==> config.mk <==
export PLATFORM = sky130hd
export DESIGN_NAME = uart16550_stream_ctrl
export DESIGN_NICKNAME = d
export VERILOG_FILES = /design/src/rtl/uart16550_stream_ctrl.sv
export SDC_FILE = /design/constraint.sdc
export NUM_CORES = 1
export LEC_CHECK = 0
export CAP_MARGIN = 20
export CORE_MARGIN = 8
export CORE_UTILIZATION = 55
export DETAILED_ROUTE_END_ITERATION = 8
export DONT_BUFFER_PORTS = 1
export PLACE_DENSITY_LB_ADDON = 0.2
export SLEW_MARGIN = 20
export SYNTH_ARGS = -nofsm -noshare
export SYNTH_HDL_FRONTEND = slang
export SYNTH_SLANG_ARGS = --single-unit
==> constraint.sdc <==
create_clock -name HCLK -period 4.01 [get_ports HCLK]
set_clock_uncertainty 0.15 [all_clocks]
set_input_delay 0.401 -clock HCLK [delete_from_list [all_inputs] [get_ports HCLK]]
set_output_delay 0.401 -clock HCLK [all_outputs]
set_load 0.01 [all_outputs]
==> src/rtl/uart16550_stream_ctrl.sv <==
// uart16550_stream_ctrl: initialises a 16550 UART, then polls LSR to move bytes between the UART and tx/rx streams.
module uart16550_stream_ctrl #(
  parameter logic [15:0] DIVISOR = 16'd27,
  parameter logic [7:0]  LCR_VAL = 8'h03,
  parameter logic [7:0]  FCR_VAL = 8'h07
) (
  input  logic       HCLK,
  input  logic       HRESETn,
  output logic [2:0] reg_addr,
  output logic [7:0] reg_wdata,
  output logic       reg_we,
  output logic       reg_re,
  input  logic [7:0] reg_rdata,
  input  logic       tx_valid,
  input  logic [7:0] tx_data,
  output logic       tx_ready,
  output logic       rx_valid,
  output logic [7:0] rx_data,
  input  logic       rx_ready,
  output logic       init_done,
  output logic [3:0] line_err,
  input  logic       err_clr
);
  typedef enum logic [3:0] {
    W_LCR_DLAB, W_DLL, W_DLM, W_LCR, W_FCR, W_IER,
    IDLE, POLL, POLL_WAIT, RX_READ, RX_WAIT, TX_WRITE
  } state_t;
  state_t state, state_n;
  logic       we, re;
  logic [2:0] addr, addr_q;
  logic [7:0] wdata, wdata_q;
  always_comb begin
    state_n = state;
    we      = 1'b0;
    re      = 1'b0;
    addr    = addr_q;
    wdata   = wdata_q;
    case (state)
      W_LCR_DLAB: begin we = 1'b1; addr = 3'd3; wdata = 8'h80;          state_n = W_DLL;  end
      W_DLL:      begin we = 1'b1; addr = 3'd0; wdata = DIVISOR[7:0];   state_n = W_DLM;  end
      W_DLM:      begin we = 1'b1; addr = 3'd1; wdata = DIVISOR[15:8];  state_n = W_LCR;  end
      W_LCR:      begin we = 1'b1; addr = 3'd3; wdata = LCR_VAL;        state_n = W_FCR;  end
      W_FCR:      begin we = 1'b1; addr = 3'd2; wdata = FCR_VAL;        state_n = W_IER;  end
      W_IER:      begin we = 1'b1; addr = 3'd1; wdata = 8'h00;          state_n = IDLE;   end
      IDLE:       state_n = (tx_valid || !rx_valid) ? POLL : IDLE;
      POLL:       begin re = 1'b1; addr = 3'd5; state_n = POLL_WAIT; end
      // RX has priority; an RX read is only issued when the output slot is free
      POLL_WAIT:  state_n = (reg_rdata[0] && !rx_valid) ? RX_READ :
                            (reg_rdata[5] && tx_valid)  ? TX_WRITE : IDLE;
      RX_READ:    begin re = 1'b1; addr = 3'd0; state_n = RX_WAIT; end
      RX_WAIT:    state_n = IDLE;
      TX_WRITE:   begin we = 1'b1; addr = 3'd0; wdata = tx_data; state_n = IDLE; end
      default:    state_n = W_LCR_DLAB;
    endcase
  end
  // Reset masks the strobes immediately so an aborted access never reaches the UART
  assign reg_we    = HRESETn & we;
  assign reg_re    = HRESETn & re;
  assign tx_ready  = HRESETn & we & (state == TX_WRITE);
  assign reg_addr  = HRESETn ? addr : addr_q;
  assign reg_wdata = HRESETn ? wdata : wdata_q;
  always_ff @(posedge HCLK) begin
    if (!HRESETn) begin
      state     <= W_LCR_DLAB;
      addr_q    <= 3'd0;
      wdata_q   <= 8'h00;
      rx_valid  <= 1'b0;
      rx_data   <= 8'h00;
      init_done <= 1'b0;
      line_err  <= 4'd0;
    end else begin
      state    <= state_n;
      addr_q   <= addr;
      wdata_q  <= wdata;
      line_err <= (err_clr ? 4'd0 : line_err) | (state == POLL_WAIT ? reg_rdata[4:1] : 4'd0);
      if (state == W_IER) init_done <= 1'b1;
      if (state == RX_WAIT) begin
        rx_valid <= 1'b1;
        rx_data  <= reg_rdata;
      end else if (rx_ready) rx_valid <= 1'b0;
    end
  end
endmodule
==> results.yml <==
status:
  status: "completed"
cells_and_area:
  drive_above_1_share: 0.0725
  diodes: 0
  synthToLayoutAreaGrowth_pct: 3.62
  final_util: 0.586
  layout_common_cells: "nand2_1 (38), dfxtp_1 (29), nor2_1 (16), nor2b_1 (15), o21ai_0 (14)"
  fin_nets: 213
  layout_commonest_cell: "nand2_1"
synthesis:
  synth.distinct_cells: 41
  syn_nets: 219
  synth-seq-area-share: 0.382
  syn_area_per_cell_um2: 7.68
  synth_cells: 198
  yosysTopAreaCellShare: 0.382
  yosysTopAreaCell: "dfxtp_1"
  ys_ff_latch: 29
  yosys-top-cells-area: "dfxtp_1 (38%), nand2_1 (9.4%), nor2b_1 (6.2%)"
  syn_area_mm2: 0.00152
  yosys_warnings: 0
clock_tree:
  ctsHoldBuffers: 0
  cts.reportedPaths.clkPinSlew_ns: 0.10
  clockBufferDepth: 2
  cts_max_level: 2
  numCtsBuffers: 5
  cts_resized: 0
  cts.sinks: 29
  cts_tree: "built"
  clk_latency_ns: 0.33
  postCtsSetupBuffers: 0
  ctsRootBufferMaster: "clkbuf_4"
detailed_routing:
  viasPerCell: 5.99
  drtIter0Drc: 63
  postRouteAntennaNets: 0
  drc: 0
  wl_per_cell_um: 16.2
  dr_total_vias: 1341
  drt_wl_total_um: 3630
  drtPass1Iterations: 4
worst_setup_path:
  crit_type: "flip-flop to output pin"
  cp_slowest_stage_delay_ns: 0.82
  worstRegToRegCells: 4
  critical_path.reg2reg.startpoint: "state[0]"
  cp-start-kind: "flip-flop"
  startpoint: "state[1]"
  critPathRequiredTime_ns: 3.46
  path_max_fanout: 25
  cp-endpoint: "reg_wdata[3]"
  critical-path-slowest-cell: "dfxtp_1"
  worstPathCellList: "a21bo_2, nand3_2, inv_2, a2bb2oi_1"
  reg2reg_slack_ns: 1.96
  worstReg2RegEnd: "rx_data[4]"
  end_kind: "output pin"
  arrival_ns: 2.12
floorplanning:
  num_rows: 19
  die_h_um: 68.6
  core_area_mm2: 0.00269
  pin_count: 49
  start_util: 0.566
  die_w_um: 68.6
  die_area_mm2: 0.00470
grt:
  grt_overflow_total: 0
  grt_max_degree: 39
  antenna_found_initial: 0
  grt_pass1_vias: 1334
  grt_pass1_wl_um: 5890
  grt_usage: 0.165
power:
  switching_share: 0.248
  powerDensity_mw_per_mm2: 403
  combPwrFrac: 0.110
  seq_power_share: 0.498
  p_int_mw: 0.477
  clock_power_share: 0.393
  switching_power_mw: 0.157
  power.leakage_nw: 0.569
  peakVddDrop_mv: 0.380
sta:
  fin_tns_setup_ns: 0
  drv_slew: 0
  fmax_mhz: 374
  min_period_over_period: 0.666
  hold_violations: 0
  setup_viol: 0
  fin_crit_ns: 2.67
  rsz0062_at_grt: "no"
  timing.slew.headroom: 0.503
  worst_pin_slew_ns: 0.744
worst_hold_path:
  hp-class: "input pin to flip-flop"
placed_design:
  io_buffers: 0
  dp_hpwl_um: 2590
  finalWeightedCongestion: 0.796
job:
  max-cap-violations: 0
==> power groups by stage <==
stage	logic [mW]	registers, mW	clock network (mW)
6_report	0.0695	0.316	0.249
3_3_place_gp	0.0676	0.321	0
3_5_place_dp	0.0687	0.322	0
5_1_grt	0.0775	0.318	0.264
2_1_floorplan	0.0755	0.310	0
4_1_cts	0.0697	0.315	0.256
==> cells by family (layout without fill, tap and decap cells) <==
group | count (synthesis) | count (layout) | synth area share
AND/OR/NAND/NOR | 89 | 89 | 0.281
AO/OA/AOI/OAI | 64 | 64 | 0.284
flip-flops | 29 | 29 | 0.382
buffers and inverters | 16 | 11 | 0.0527
==> how the worst min path moves through the flow <==
stage	startpoint	endpoint	cells after the start
after floorplan	wdata_q[5]	wdata_q[5]	2
after global placement	wdata_q[6]	wdata_q[6]	2
after detailed placement	wdata_q[5]	wdata_q[5]	2
after CTS	HRESETn	addr_q[1]	1
after global routing	HRESETn	addr_q[1]	1
final	HRESETn	addr_q[1]	1
==> layout make-up <==
cell class | count | area [um2]
clock inverters | 1 | 30.0
clock buffers | 7 | 55.1
fillers | 263 | 1110
inverters | 3 | 11.3
flip-flops and latches | 29 | 581
multi-input cells | 153 | 860
well taps | 31 | 38.8
==> layer usage <==
metal  vias to the layer above  routed length (um)  GRT usage
met5                         -                   0          0
met4                         0                  93     0.0895
met1                       603                1420      0.184
li1                        672                   -          -
met2                        56                1700      0.260
met3                        10                 404     0.0727
==> state kept, by name, indices dropped and copies added (netlist names) <==
name,cells
wdata_q,8
addr_q,3
init_done,1
state,4
rx_valid,1
rx_data,8
line_err,4
==> worst max-delay path, delay by kind of cell (launching register included) <==
kind	cells	cell delay (ns)
flops	1	0.82
compound gates	2	0.59
buf+inv	1	0.20
simple gates	1	0.17
==> metrics by stage <==
step                      hold WS, ns  instance area [um2]  worst slack (ns)  instances  power, mW
after floorplan                 0.294                 1520              2.20        198      0.385
after global placement          0.304                 1490              1.79        216      0.389
after detailed placement        0.308                 1490              1.72        216      0.390
after CTS                      0.0222                 1580              1.33        224      0.641
after global routing           0.0276                 1580              1.15        224      0.660
final                          0.0343                 1580              1.34        224      0.634
==> Yosys cell counts <==
master and n:
a211oi_1 1, a21bo_2 1, a21boi_0 12, a21o_1 4
a21oi_1 13, a221oi_1 1, a22o_1 1, a22oi_1 2
a2bb2oi_1 2, a2bb2oi_2 2, a31o_1 1, a31oi_1 2
and2_1 2, and3_1 1, buf_2 7, buf_4 3
clkbuf_1 3, clkinv_1 1, dfxtp_1 29, inv_1 1
inv_2 1, nand2_1 38, nand2b_1 5, nand3_1 1
nand3_2 1, nand3b_1 1, nand4_1 2, nand4b_1 1
nor2_1 16, nor2_2 1, nor2b_1 15, nor3_1 3
nor3_2 1, o211ai_1 2, o21a_1 1, o21ai_0 14
o21ai_1 1, o22ai_1 2, o311a_1 1, o31ai_1 1
or3_1 1
Power figures use the tool's default switching activity.
